===== config.mk =====
export PLATFORM = sky130hd
export DESIGN_NAME = vin_to_axi4s
export DESIGN_NICKNAME = d
export VERILOG_FILES = /design/src/rtl/vin_to_axi4s_pkg.sv /design/src/rtl/vin_to_axi4s_fifo.sv /design/src/rtl/vin_to_axi4s.sv
export SDC_FILE = /design/constraint.sdc
export NUM_CORES = 1
export LEC_CHECK = 0
export BUFFER_PORTS_ARGS = -buffer_cell sky130_fd_sc_hd__buf_2
export CAP_MARGIN = 20
export CORE_UTILIZATION = 25
export CTS_CLUSTER_SIZE = 12
export DETAILED_ROUTE_END_ITERATION = 16
export PLACE_DENSITY = 0.42
export SYNTH_ARGS = -nofsm -noshare
export SYNTH_HDL_FRONTEND = slang
export SYNTH_SLANG_ARGS = --single-unit

===== constraint.sdc =====
create_clock -name clk -period 4.3 [get_ports clk]
set_input_delay 0.645 -clock clk [delete_from_list [all_inputs] [get_ports clk]]
set_output_delay 0.645 -clock clk [all_outputs]
set_load 0.005 [all_outputs]

===== src/rtl/vin_to_axi4s_pkg.sv =====
// Shared types for the video-in capture stage: FSM encoding and FIFO entry layout.
// FIFO entry is {user, last, data}, DATA_WIDTH+2 bits wide.
package vin_to_axi4s_pkg;

   typedef enum logic {
      ST_WAIT  = 1'b0,
      ST_FRAME = 1'b1
   } state_t;

   function automatic int entry_width(input int data_width);
      return data_width + 2;
   endfunction

endpackage


===== src/rtl/vin_to_axi4s_fifo.sv =====
// Synchronous first-word-fall-through FIFO, depth 2**PTR_WIDTH; head visible while not empty.
// A push into a full FIFO is accepted only alongside a pop; refused pushes are ignored.
module vin_to_axi4s_fifo #(
   parameter int WIDTH     = 26,
   parameter int PTR_WIDTH = 4
) (
   input  logic                 clk,
   input  logic                 reset,
   input  logic                 push,
   input  logic [WIDTH-1:0]     push_dat,
   input  logic                 pop,
   output logic [WIDTH-1:0]     pop_dat,
   output logic [PTR_WIDTH:0]   count,
   output logic                 full,
   output logic                 empty
);
   localparam int DEPTH = 1 << PTR_WIDTH;
   localparam logic [PTR_WIDTH:0] DEPTH_C = (PTR_WIDTH + 1)'(DEPTH);

   logic [WIDTH-1:0]     mem_q [DEPTH];
   logic [PTR_WIDTH-1:0] wr_ptr_q, wr_ptr_d;
   logic [PTR_WIDTH-1:0] rd_ptr_q, rd_ptr_d;
   logic [PTR_WIDTH:0]   count_q, count_d;
   logic                 wr_en, rd_en;

   always_comb begin
      rd_en    = pop & (count_q != '0);
      wr_en    = push & ((count_q != DEPTH_C) | rd_en);
      wr_ptr_d = wr_ptr_q;
      rd_ptr_d = rd_ptr_q;
      count_d  = count_q;
      if (wr_en) wr_ptr_d = wr_ptr_q + 1'b1;
      if (rd_en) rd_ptr_d = rd_ptr_q + 1'b1;
      case ({wr_en, rd_en})
         2'b10:   count_d = count_q + 1'b1;
         2'b01:   count_d = count_q - 1'b1;
         default: count_d = count_q;
      endcase
   end

   always_ff @(posedge clk) begin
      if (reset) begin
         wr_ptr_q <= '0;
         rd_ptr_q <= '0;
         count_q  <= '0;
      end else begin
         wr_ptr_q <= wr_ptr_d;
         rd_ptr_q <= rd_ptr_d;
         count_q  <= count_d;
      end
   end

   always_ff @(posedge clk) begin
      if (wr_en) mem_q[wr_ptr_q] <= push_dat;
   end

   assign pop_dat = mem_q[rd_ptr_q];
   assign count   = count_q;
   assign full    = (count_q == DEPTH_C);
   assign empty   = (count_q == '0);

endmodule


===== src/rtl/vin_to_axi4s.sv =====
// DE-qualified pixel bus to AXI4-Stream video; pixel in cycle N appears on the stream in N+2.
// Back-pressure is absorbed by the FIFO; a refused push drops the rest of the frame until the next vsync.
module vin_to_axi4s
   import vin_to_axi4s_pkg::*;
#(
   parameter int DATA_WIDTH     = 24,
   parameter int FIFO_PTR_WIDTH = 4,
   parameter int H_WIDTH        = 12,
   parameter int V_WIDTH        = 12
) (
   input  logic                  clk,
   input  logic                  reset,
   input  logic                  enable,
   input  logic                  overflow_clear,
   input  logic                  in_vsync,
   input  logic                  in_de,
   input  logic [DATA_WIDTH-1:0] in_data,
   output logic                  m_axi4s_tuser,
   output logic                  m_axi4s_tlast,
   output logic [DATA_WIDTH-1:0] m_axi4s_tdata,
   output logic                  m_axi4s_tvalid,
   input  logic                  m_axi4s_tready,
   output logic                  busy,
   output logic                  overflow,
   output logic [H_WIDTH-1:0]    frame_width,
   output logic [V_WIDTH-1:0]    frame_height
);
   localparam int EW = entry_width(DATA_WIDTH);
   localparam logic [H_WIDTH-1:0] H_ONE = 1;
   localparam logic [V_WIDTH-1:0] V_ONE = 1;

   state_t                  state_q, state_d;
   logic                    vsync_q;
   logic                    sof_pending_q, sof_pending_d;
   logic                    stg_valid_q, stg_valid_d;
   logic                    stg_user_q, stg_user_d;
   logic [DATA_WIDTH-1:0]   stg_data_q, stg_data_d;
   logic [H_WIDTH-1:0]      pix_cnt_q, pix_cnt_d;
   logic [V_WIDTH-1:0]      line_cnt_q, line_cnt_d;
   logic [H_WIDTH-1:0]      frame_width_q, frame_width_d;
   logic [V_WIDTH-1:0]      frame_height_q, frame_height_d;
   logic                    overflow_q, overflow_d;

   logic                    vs_rise, de_cap, push_last, push_ok, ovf_evt, line_end;
   logic                    fifo_pop, fifo_full, fifo_empty;
   logic [EW-1:0]           fifo_rdat;
   logic [FIFO_PTR_WIDTH:0] fifo_count;

   always_comb begin
      vs_rise   = in_vsync & ~vsync_q;
      de_cap    = in_de & (state_q == ST_FRAME);
      // The staged pixel closes the line unless another captured pixel follows it.
      push_last = ~de_cap;
      fifo_pop  = m_axi4s_tready & ~fifo_empty;
      push_ok   = stg_valid_q & (~fifo_full | fifo_pop);
      ovf_evt   = stg_valid_q & ~push_ok;
      line_end  = push_ok & push_last;

      state_d = state_q;
      if (ovf_evt) state_d = ST_WAIT;
      if (vs_rise) state_d = enable ? ST_FRAME : ST_WAIT;

      stg_valid_d = de_cap & ~ovf_evt;
      stg_user_d  = sof_pending_q;
      stg_data_d  = in_data;

      sof_pending_d = sof_pending_q;
      if (stg_valid_d) sof_pending_d = 1'b0;
      if (vs_rise)     sof_pending_d = 1'b1;

      pix_cnt_d     = pix_cnt_q;
      frame_width_d = frame_width_q;
      if (ovf_evt || line_end) pix_cnt_d = '0;
      else if (push_ok && !(&pix_cnt_q)) pix_cnt_d = pix_cnt_q + H_ONE;
      if (line_end) frame_width_d = (&pix_cnt_q) ? pix_cnt_q : pix_cnt_q + H_ONE;

      line_cnt_d     = line_cnt_q;
      frame_height_d = frame_height_q;
      if (line_end && !(&line_cnt_q)) line_cnt_d = line_cnt_q + V_ONE;
      if (vs_rise) begin
         // A line closing on the vsync edge still belongs to the frame being measured.
         frame_height_d = line_cnt_d;
         line_cnt_d     = '0;
      end

      overflow_d = overflow_q;
      if (overflow_clear) overflow_d = 1'b0;
      if (ovf_evt)        overflow_d = 1'b1;
   end

   always_ff @(posedge clk) begin
      if (reset) begin
         state_q        <= ST_WAIT;
         vsync_q        <= 1'b0;
         sof_pending_q  <= 1'b0;
         stg_valid_q    <= 1'b0;
         stg_user_q     <= 1'b0;
         stg_data_q     <= '0;
         pix_cnt_q      <= '0;
         line_cnt_q     <= '0;
         frame_width_q  <= '0;
         frame_height_q <= '0;
         overflow_q     <= 1'b0;
      end else begin
         state_q        <= state_d;
         vsync_q        <= in_vsync;
         sof_pending_q  <= sof_pending_d;
         stg_valid_q    <= stg_valid_d;
         stg_user_q     <= stg_user_d;
         stg_data_q     <= stg_data_d;
         pix_cnt_q      <= pix_cnt_d;
         line_cnt_q     <= line_cnt_d;
         frame_width_q  <= frame_width_d;
         frame_height_q <= frame_height_d;
         overflow_q     <= overflow_d;
      end
   end

   vin_to_axi4s_fifo #(
      .WIDTH     (EW),
      .PTR_WIDTH (FIFO_PTR_WIDTH)
   ) u_fifo (
      .clk      (clk),
      .reset    (reset),
      .push     (stg_valid_q),
      .push_dat ({stg_user_q, push_last, stg_data_q}),
      .pop      (fifo_pop),
      .pop_dat  (fifo_rdat),
      .count    (fifo_count),
      .full     (fifo_full),
      .empty    (fifo_empty)
   );

   assign {m_axi4s_tuser, m_axi4s_tlast, m_axi4s_tdata} = fifo_empty ? '0 : fifo_rdat;
   assign m_axi4s_tvalid = ~fifo_empty;
   assign busy           = (state_q == ST_FRAME);
   assign overflow       = overflow_q;
   assign frame_width    = frame_width_q;
   assign frame_height   = frame_height_q;

endmodule

# After elaboration in Yosys (flattened, before gate mapping)
# Memory sizes are Yosys's and may differ from the RTL's. A register that Yosys moved wholly into a read port is not among the register bits.
# Cells that the tools add are included.
# Widths: inputs -> output; s select.
dict set report totals {
  regBits 91
  ramBits 416
  output_inout_bits 53
  word_cells 72
  mem_count 1
}
# memory words word_bits rd rd_ports_with_merged_regs wr line
set memory_table {}
lappend memory_table {u_fifo.mem_q 16 26 1 1 1 vin_to_axi4s_fifo.sv:20} ;# logic [WIDTH-1:0] mem_q [DEPTH];
dict set report classes {
  n_addsub 6
  n_eq_ne 4
  muxes 15
  bitwise_logic 17
  reduce_logical 15
}
# cell count
set op_table {}
lappend op_table {{$mux 26} 1}
lappend op_table {{$add 12x1->12 const B} 2}
lappend op_table {{$mux 12} 2}
lappend op_table {{$reduce_and 12->1} 2}
lappend op_table {{$pmux 5 s2} 1}
lappend op_table {{$and 1x1->1} 9}
lappend op_table {{$mux 1} 9}
lappend op_table {{$add 4x1->4 const B} 2}
lappend op_table {{$mux 4} 2}
lappend op_table {{$reduce_bool 2->1} 4}
lappend op_table {{$not 1->1} 6}
lappend op_table {{$add 5x1->5 const B} 1}
lappend op_table {{$eq 5x5->1 const B} 1}
lappend op_table {{$logic_not 5->1} 1}
lappend op_table {{$ne 5x5->1 const B} 1}
lappend op_table {{$reduce_bool 5->1} 1}
lappend op_table {{$sub 5x1->5 const B} 1}
lappend op_table {{$reduce_or 2->1} 2}
lappend op_table {{$eq 2x1->1 const B} 1}
lappend op_table {{$eq 2x2->1 const B} 1}
lappend op_table {{$logic_and 1x1->1} 2}
lappend op_table {{$logic_not 1->1} 2}
lappend op_table {{$or 1x1->1} 2}
lappend op_table {{$logic_or 1x1->1} 1}

# Logic depth before layout (Yosys ltp)
# Gate-level depths: netlist of the first run.
dict set report logic_depth {
  depth_word 11
  depth_mapped 14
}

# Cells and area by module
# Synthesis of the first run repeated with hierarchy kept, for this count alone.
dict set report hier_totals {
  cells_unflattened 1128
  hier_area_um2 19919.1
}
# module instances cells_each area_each_um2 seq_area_each_um2
set by_module_without_submodules {}
lappend by_module_without_submodules {vin_to_axi4s_fifo 1 754 16538.4 12832.3}
lappend by_module_without_submodules {vin_to_axi4s 1 374 3380.7 1561.5}

# Worst setup path after synthesis of the first run
# OpenSTA, ideal clock, no wires.
dict set report synth_timing {
  path_type {input-to-reg}
  startpoint {input m_axi4s_tready}
  endpoint {memory u_fifo.mem_q[3][0] (enable)}
  setup_time_ps 442
  t_arrival_ps 2950
  required_ps 3858
  path_slack_ps 909
  cell_stages 3
  path_buffers 0
  path_cell_list {nand2b_1 -> o211ai_1 -> nor3_1}
}
dict set report synth_between {
  elab_chain_cells 6
}
# element line
set synth_lines {}
lappend synth_lines {{start, declared} vin_to_axi4s.sv:22} ;# input logic m_axi4s_tready,
lappend synth_lines {{$and 1x1->1} vin_to_axi4s.sv:54} ;# fifo_pop = m_axi4s_tready & ~fifo_empty;
lappend synth_lines {{$and 1x1->1} vin_to_axi4s_fifo.sv:27} ;# rd_en = pop & (count_q != '0);
lappend synth_lines {{$or 1x1->1} vin_to_axi4s_fifo.sv:28} ;# wr_en = push & ((count_q != DEPTH_C) | rd_en);
lappend synth_lines {{$and 1x1->1} vin_to_axi4s_fifo.sv:28}
lappend synth_lines {{$mux 1} vin_to_axi4s_fifo.sv:54} ;# if (wr_en) mem_q[wr_ptr_q] <= push_dat;
lappend synth_lines {{$mux 1 (implied by the code)} vin_to_axi4s_fifo.sv:54}
lappend synth_lines {{end, declared} vin_to_axi4s_fifo.sv:20}
# No other way between the ends.

# Final worst setup path of the first run
dict set report layout_timing {
  startpoint {register u_fifo.count_q[0], in the netlist u_fifo.count[0]}
  endpoint {output m_axi4s_tdata[0]}
}
dict set report layout_between {
  elab_chain_cells 2
}
# element line
set layout_lines {}
lappend layout_lines {{start, declared} vin_to_axi4s_fifo.sv:23} ;# logic [PTR_WIDTH:0] count_q, count_d;
lappend layout_lines {{start signal, assigned} vin_to_axi4s_fifo.sv:49} ;# count_q <= count_d;
lappend layout_lines {{$logic_not 5->1} vin_to_axi4s_fifo.sv:60} ;# assign empty = (count_q == '0);
lappend layout_lines {{$mux 26} vin_to_axi4s.sv:134} ;# assign {m_axi4s_tuser, m_axi4s_tlast, m_axi4s_tdata} = fifo_empty ? '0 : fifo_rdat;
lappend layout_lines {{end, declared} vin_to_axi4s.sv:20} ;# output logic [DATA_WIDTH-1:0] m_axi4s_tdata,
# No other way between the ends.

==> results.toml, run 1 <==
[synth]
yosysTopAreaCellShare = 0.6224
synth_edf_count = 416
synth_area_leader_cell = "edfxtp_1"
synth_xor_area_frac = 0.007854
synthArstFlopShare = 0
synth_seq_cells = 511
synth.top_cells.by_area = "edfxtp_1, mux4_2, dfxtp_1"
synth_ff_type = "edfxtp_1"
synth_top_family_by_area = "multiplexers"
syn_avg_cell_area_um2 = 17.92
syn-num-nets = 1161
synth_common_cells = "edfxtp_1, mux4_2, dfxtp_1"
synth-simple-area-share = 0.05797
ys_types = 70
synth.most_common_cell = "edfxtp_1"
synth-compound-area-share = 0.04638
netlist_instances = 1120
yosys_warnings = 0
yosys-mux-area-fraction = 0.1472
synth-seq-area-share = 0.7171
synthAdderAreaFrac = 0.006234
synth_area_um2 = 20070

[global_route]
grt_pass1_wl_mm = 73.17
antenna_found_initial = 1
grt_max_degree = 45
grt-ovfl-total = 0
first_global_vias = 10952
grtUsageTotal = 0.1214

[clocking]
clk_pin_slew_worst_paths_ns = 0.06
cts_tree = "built"
clk_latency_ns = 0.61
post_cts_buffers = 0
clockRootBuffer = "clkbuf_16"
htree_levels = 2
cts_hold_buffers = 0
cts_buffers = 56
clock_sinks = 511
cts_resized = 0
clk_path_buf_depth = 3

[cells_and_area]
diodes = 0
num-fill-cells = 7848
seq_area_um2 = 14410
nets = 1265
area_growth_pct = 17.42
drive_gt1_frac = 0.2585
multi_input_area_um2 = 5376

[sta]
finalMaxSlewViolations = 0
tightest_slew_ns = 1.091
max_slew_margin = 0.2730
setup_violations = 0
fin_crit_ns = 3.663
hold_viol_final = 0
max_clock_freq_ghz = 0.2730
fin_setup_tns_ns = 0
rsz0062_at_grt = "no"
post-route-period-util = 0.8520
skew_ns = 0.04076
hold-worst-slack_ns = 0.2358

[setup_path]
worstPathCellList = "nor4_4 -> nand2b_1 -> nand2b_2 -> buf_4 -> o22ai_1 -> buf_2"
criticalPathCategory = "flop to output pin"
cp-start-kind = "flop"
critPathCaptureType = "output pin"
cp.required_ns = 3.65
crit_slowest_cell = "nand2b_2"
crit_end = "m_axi4s_tdata[0]"
crit_arrival_ns = 3.02
r2r-end = "u_fifo.count[4]"
slowest_delay_ns = 0.55
critPathMaxFanout = 14
r2r_start = "u_fifo.count[2]"
crit_start = "u_fifo.count[0]"
reg2reg_setup_slack_ns = 1.09
reg2regPathDepth = 10

[place]
port-buffer-count = 83
finalWeightedCongestion = 0.7126
dp_hpwl_mm = 27.48

[die]
pin_count = 84
core_um2 = 79260
die_x_um = 285.4
die_h_um = 285.4
row_count = 103
initial_core_util = 0.2532
dieArea_um2 = 81420

[min_path]
min_path_type = "input port to flop"

[route]
vias_per_cell = 4.501
postRouteAntennaNets = 0
vias = 10437
drt-initial-drc-count = 625
wl_per_cell_um = 21.38
drt_pass1_iterations = 4
wl_mm = 49.57
route.detailed.drc = 0

[job]
maxCapViolCount = 0

[power]
leakage_uw = 0.007406
power_density_nw_per_um2 = 466.4
vdd_ir_drop_max_mv = 0.3415

[outcome]
status = "finished, final reports clean"
-- flip-flops by register name, summed over array words and instances (netlist names), 4 cells and up, named ones only --
register	count
u_fifo.wr_ptr_q	4
line_cnt_q	12
pix_cnt_q	12
u_fifo.rd_ptr_q	4
u_fifo.count	5
stg_data_q	24
u_fifo.mem_q	416
frame_height	12
frame_width	12
-- critical path: cells and delay by family, from the launching register on --
family / cells / cell delay [ns]
compound gates: 1 / 0.21
buf+inv: 2 / 0.57
flops: 1 / 0.38
simple gates: 3 / 1.28
-- cell families (layout without fill, tap and decap cells) --
kind of cell,count (synthesis),after routing
DFF,511,511
muxes,165,165
adders and majority gates,10,10
AOI/OAI and AO/OA,139,139
xor gates and xnor gates,18,18
buffers and inverters,77,226
and+or+nand+nor,200,200
-- power by group --
group / switching [uW] / internal (uW) / leakage, uW
logic: 449 / 448 / 0.00199
registers: 106 / 5370 / 0.00457
clock network: 1960 / 2660 / 0.000849
-- metrics by stage --
step                  util  instances  power (uW)  cell area, um^2  setup slack, ns
finish              0.2974       2319       10990            23570           0.6366
global route        0.2974       2319       11430            23570           0.4136
CTS                 0.2974       2319       11190            23570           0.5494
detailed placement  0.2752       2216        6521            21810            1.044
global placement    0.2752       2216        6514            21810            1.082
floorplan                -       1120        6194            20070           0.9086
-- worst min-delay path by stage --
stage                  startpoint       endpoint  slack [ns]  depth (start not counted)
floorplan           sof_pending_q     stg_user_q        0.40                          2
global placement    sof_pending_q     stg_user_q        0.42                          2
detailed placement  sof_pending_q     stg_user_q        0.43                          2
CTS                    in_data[5]  stg_data_q[5]        0.19                          2
global route           in_data[7]  stg_data_q[7]        0.23                          2
finish                 in_data[5]  stg_data_q[5]        0.24                          2
-- cell type report --
| type | count | share of cell area |
|---|---|---|
| multi-input combinational | 532 | 0.2281 |
| timing repair buffer | 114 | 0.02909 |
| sequential | 511 | 0.6112 |
| inverter | 9 | 0.001433 |
| tap | 1050 | 0.05574 |
| clock inverter | 29 | 0.01168 |
| clock buffer | 74 | 0.06275 |
-- cells in the final DEF, fill, tap and decap left out, types with 27 or more instances in the layout --
cell type / count
a21oi_1: 35
buf_2: 83
buf_4: 28
clkbuf_16: 56
dfxtp_1: 92
edfxtp_1: 416
mux2i_1: 59
mux4_2: 104
nand2_1: 28
nor2b_1: 33
o22ai_1: 27
-- routing by layer --
layer	share of wire	wire length, um	GRT usage
met2	0.47	23160	0.1926
met5	0.00026	13	0
met3	0.040	1985	0.02120
met1	0.48	23570	0.1711
met4	0.017	845	0.03128
(Power assumes the default switching activity.)
==> run 2, diff against run 1 <==
Settings changed: ABC_AREA set to 1, SLEW_MARGIN set to 20, SYNTH_HIERARCHICAL set to 1.
==> run 2 against run 1 <==
Count of clock-buffer cells in the layout up 16. Combinational power down 50%. First-iteration DRC count up 77%. Worst hold slack worse by 0.049 ns. Design area up 6.1%. Power down 0.24%. Setup slack better by 0.17 ns.
==> results.toml, run 2 <==
[outcome]
status = "finished, final reports clean"

[power]
vdd_ir_drop_max_mv = 0.2930
power_density_nw_per_um2 = 438.6
leakage_uw = 0.009301

[die]
die_h_um = 294.3
row_count = 106
die_x_um = 294.3
pin_count = 84
core_um2 = 84090
dieArea_um2 = 86640
initial_core_util = 0.2541

[place]
port-buffer-count = 83
dp_hpwl_mm = 38.04
preCtsSetupSlack_ns = 0.9507
finalWeightedCongestion = 0.7892

[route]
vias = 14086
drt_pass1_iterations = 5
route.detailed.drc = 0
wl_per_cell_um = 18.56
wl_mm = 59.60
vias_per_cell = 4.387
drt-initial-drc-count = 1107
postRouteAntennaNets = 0

[setup_path]
cp-start-kind = "flop"
path_delay_family = "buffers and inverters"
worstPathCellList = "buf_4 -> o211ai_1 -> nand3_1 -> nand3_1 -> nand2_1 -> inv_1 -> nor2_1 -> buf_2"
critPathCaptureType = "output pin"
critPathMostFrequentCell = "nand3_1"
crit_slowest_cell = "dfxtp_4"
path_buf_inv = 3
slowest_delay_ns = 0.65
crit_arrival_ns = 2.84
cp.required_ns = 3.65
critPathMaxFanout = 36
criticalPathCategory = "flop to output pin"

[global_route]
antenna_found_initial = 0
first_global_vias = 13600
grtUsageTotal = 0.1373
grt-ovfl-total = 0
grt_max_degree = 84
grt_pass1_wl_mm = 88.86

[synth]
synth.most_common_cell = "edfxtp_1"
synth_seq_cells = 511
synth_edf_count = 416
yosysTopAreaCellShare = 0.5846
synth.top_cells.by_area = "edfxtp_1, dfxtp_1, inv_1"
syn_avg_cell_area_um2 = 10.96
synth_area_leader_cell = "edfxtp_1"
ys_types = 38
yosys_warnings = 6
netlist_instances = 1950
synth_common_cells = "edfxtp_1, inv_1, nand2_1"
synth-seq-area-share = 0.6737
synth_ff_type = "edfxtp_1"
synth_area_um2 = 21370
syn-num-nets = 1992
synthArstFlopShare = 0

[clocking]
clock_sinks = 511
htree_levels = 2
clk_pin_slew_worst_paths_ns = 0.05
post_cts_buffers = 0
cts_buffers = 59
cts_hold_buffers = 0
cts_resized = 0
clk_latency_ns = 0.66
cts_tree = "built"
clk_path_buf_depth = 3
clockRootBuffer = "clkbuf_16"

[cells_and_area]
area_growth_pct = 17.02
nets = 2068
top_register = "u_fifo/mem_q"
largest_register_ffs = 416
layout_common_cells = "edfxtp_1, inv_1, nand2_1"
drive_gt1_frac = 0.1262
final_common_cell = "edfxtp_1"
reg.largest.list = "u_fifo/mem_q x416, stg_data_q x24"

[sta]
fin_crit_ns = 3.489
tightest_slew_ns = 1.032
skew_ns = 0.06497
fin_setup_tns_ns = 0
rsz0062_at_grt = "no"
max_clock_freq_ghz = 0.2866
max_slew_margin = 0.3103
setup_violations = 0
post-route-period-util = 0.8114
finalMaxSlewViolations = 0
worst_slack_ns = 0.8111
hold_viol_final = 0

[job]
maxCapViolCount = 0

[min_path]
min_path_type = "input port to flop"
==> run 2: layer usage <==
metal | part of all wire | GRT usage | up-vias
met5 | 0 | 0 | -
met4 | 0.016 | 0.03443 | 0
met3 | 0.048 | 0.01983 | 71
met2 | 0.43 | 0.2038 | 342
met1 | 0.51 | 0.2071 | 6901
li1 | - | - | 6772
==> run 2: worst reg2reg max path, delay by kind of cell, from the launching register on <==
| family | cells | cell delay, ns |
|---|---|---|
| simple gates | 7 | 1.91 |
| buf+inv | 3 | 0.59 |
| flops | 1 | 0.43 |
==> run 2: worst paths after layout <==
check,start,endpoint,slack [ns],depth (start not counted)
max,flop,m_axi4s_tdata[0],0.81,8
min,in_data[19],stg_data_q[19],0.19,3
max reg2reg,u_fifo/count[0],u_fifo/mem_q[2][25],1.00,10
min reg2reg,sof_pending_q,stg_user_q,0.42,2
==> run 2: final cells by class <==
type,count,area (um^2)
Timing Repair Buffer,112,720.7
Sequential cell,511,14400
Tap cell,1134,1419
Clock inverter,21,272.8
Inverter,310,1164
Clock buffer,90,1704
Multi-Input combinational cell,1032,5318
Fill cell,8700,59080
Antenna cell,1,2.502
==> run 2: per-stage QoR <==
stage	cell area (um^2)	instances	power, uW	hold slack, ns	util
global route	25000	3210	11380	0.1662	0.2973
floorplan	21370	1950	5808	0.3997	-
detailed placement	23020	3099	6045	0.4208	0.2738
CTS	25000	3210	11140	0.1435	0.2973
finish	25000	3211	10970	0.1872	0.2974
global placement	23020	3099	6041	0.4180	0.2738
==> run 2: cells by family (layout without fill, tap and decap cells) <==
family,after synthesis,in the layout,synth area share
AOI/OAI and AO/OA,362,362,0.1025
xor gates and xnor gates,14,14,0.005739
adders and majority gates,11,11,0.006793
buffers and inverters,407,533,0.08309
DFF,511,511,0.6737
other,0,1,0
and+or+nand+nor,645,645,0.1282
==> run 2: where the power goes <==
group / switching (uW) / internal (uW)
clock: 2060 / 2980
sequential: 106 / 5370
combinational: 301 / 146
==> run 3, diff against run 2 <==
Settings changed: ABC_AREA 1 to 0.
Clock period 4.3 ns to 3.6 ns, I/O delays scaled along.
==> run 3 against run 2 <==
Worst hold slack worse by 0.049 ns. Die area is 6.7% lower. Critical path type unchanged. First-iteration DRC count is 35% lower. Highest routed layer is now met5. Wire length is 18% lower. Clock skew is 0.012 ns lower. Sequential share of layout area is 3.8 points higher. Register-to-register slack worse by 0.63 ns. Largest power group unchanged.
==> results.toml, run 3 <==
[outcome]
status = "finished, final reports clean"

[synth]
synthAdderAreaFrac = 0.007286
synth_xor_area_frac = 0.007915
synthArstFlopShare = 0
synth_ff_type = "edfxtp_1"
synth_area_um2 = 19920
synth_edf_count = 416
synth.top_cells.by_area = "edfxtp_1, mux4_2, dfxtp_1"
synth_common_cells = "edfxtp_1, mux4_2, dfxtp_1"
yosys-mux-area-fraction = 0.1196
syn_avg_cell_area_um2 = 17.66
syn-num-nets = 1170
ys_types = 65
yosys_warnings = 6
synth_seq_cells = 511
synth_top_family_by_area = "multiplexers"
synth_area_leader_cell = "edfxtp_1"
synth-compound-area-share = 0.05647
yosysTopAreaCellShare = 0.6271
synth-simple-area-share = 0.06891
synth-seq-area-share = 0.7226
netlist_instances = 1128
synth.most_common_cell = "edfxtp_1"

[die]
dieArea_um2 = 80810
die_x_um = 284.3
row_count = 103
die_h_um = 284.3
pin_count = 84
initial_core_util = 0.2526
core_um2 = 78870

[route]
postRouteAntennaNets = 0
route.detailed.drc = 0
drt-initial-drc-count = 718
vias = 10522
wl_per_cell_um = 20.98
wl_mm = 48.72
vias_per_cell = 4.531
drt_pass1_iterations = 5

[power]
netSwitchingPower_uw = 2493
leakage_uw = 0.007546
power_density_nw_per_um2 = 522.0
combPwrFrac = 0.014
intPower_uw = 9758
p_clk_frac = 0.457
switching_share = 0.2035
vdd_ir_drop_max_mv = 0.3550
pwr-share-seq = 0.529
power_uw = 12250

[cells_and_area]
diodes = 0
drive_gt1_frac = 0.2539
area_growth_pct = 17.83
top_register = "u_fifo/mem_q"
largest_register_ffs = 416
final_common_cell = "edfxtp_1"
reg.largest.list = "u_fifo/mem_q x416, stg_data_q x24"
design_area_um2 = 23470
fin_cells = 2322
layout_common_cells = "edfxtp_1, mux4_2, dfxtp_1"
nets = 1272

[sta]
hold_viol_final = 0
tightest_slew_ns = 1.017
fin_crit_ns = 3.340
worst_slack_ns = 0.2601
max_slew_margin = 0.3219
finalMaxSlewViolations = 0
post-route-period-util = 0.9277
max_clock_freq_ghz = 0.2994
skew_ns = 0.05276
setup_violations = 0
fin_setup_tns_ns = 0
rsz0062_at_grt = "no"

[global_route]
grt_max_degree = 42
first_global_vias = 11202
grtUsageTotal = 0.1210
antenna_found_initial = 2
grt-ovfl-total = 0
grt_pass1_wl_mm = 73.35

[setup_path]
critPathMaxFanout = 28
cp-start-kind = "flop"
critPathCaptureType = "output pin"
crit_arrival_ns = 2.80
criticalPathCategory = "flop to output pin"
reg2regPathDepth = 8
cp.required_ns = 3.06

[clocking]
clk_latency_ns = 0.62
cts_tree = "built"
clk_path_buf_depth = 3
htree_levels = 2
post_cts_buffers = 0
clk_pin_slew_worst_paths_ns = 0.06
clock_sinks = 511
cts_resized = 0
cts_hold_buffers = 0
cts_buffers = 55
clockRootBuffer = "clkbuf_16"

[place]
finalWeightedCongestion = 0.7332
port-buffer-count = 83
dp_cells = 2223
preCtsSetupSlack_ns = 0.3572
dp_hpwl_mm = 28.34
dpl-instance-area_um2 = 21690

[min_path]
min_path_type = "input port to flop"
holdPathStages = 2

[job]
maxCapViolCount = 0
run 3: changes by cell type after synthesis, sizes merged, moves of 96 or more:
cell and change:
a21oi -99, mux4 +104, nand3 -170, o21ai -117, nor2 -116, nand2 -254, inv -294, o211ai -96
run 3: stage by stage:
step	hold WS (ns)	utilization
4_1_cts	0.09215	0.2976
3_5_place_dp	0.4498	0.2750
5_1_grt	0.1276	0.2976
6_report	0.1387	0.2976
3_3_place_gp	0.4510	0.2750
2_1_floorplan	0.4442	-
run 3: final cells by class:
cell class | count | area [um^2]
clock buffers | 75 | 1511
clock inverters | 24 | 271.5
fillers | 7841 | 55400
inverters | 13 | 48.80
multi-input cells | 540 | 5238
flip-flops and latches | 511 | 14400
well taps | 1050 | 1314
repair buffers | 109 | 685.7
run 3: power by group through the flow:
stage	Clock [uW]	Combinational, uW	Sequential [uW]
6_report	5600	167	6480
5_1_grt	6000	188	6490
4_1_cts	5800	175	6480
3_5_place_dp	0	174	6610
3_3_place_gp	0	175	6610
2_1_floorplan	0	95.2	6570
run 3: worst paths after layout:
| kind | start | to | slack (ns) |
|---|---|---|---|
| min | in_data[15] | stg_data_q[15] | 0.14 |
| max reg2reg | u_fifo/count[1] | u_fifo/mem_q[0][1] | 0.37 |
| max | flop | m_axi4s_tdata[15] | 0.26 |
| min reg2reg | frame_height[3] | frame_height[3] | 0.47 |
run 3: cells by family after synthesis:
kind of cell / count (synthesis)
flops: 511
simple gates: 247
compound gates: 156
mux: 108
buf+inv: 77
xor+xnor: 18
fa+ha+maj: 11
run 3: routing by layer:
metal,part of all wire,global-route usage
met5,0.00035,0
met1,0.46,0.1660
met3,0.036,0.01918
met2,0.48,0.1971
met4,0.022,0.03468
run 3: critical path, stage by stage (launching register included):
cell	delay, ns
dfxtp_4	0.56
buf_12	0.30
mux4_2	0.54
a22oi_1	0.41
nand2_1	0.10
nor2b_1	0.14
buf_2	0.14
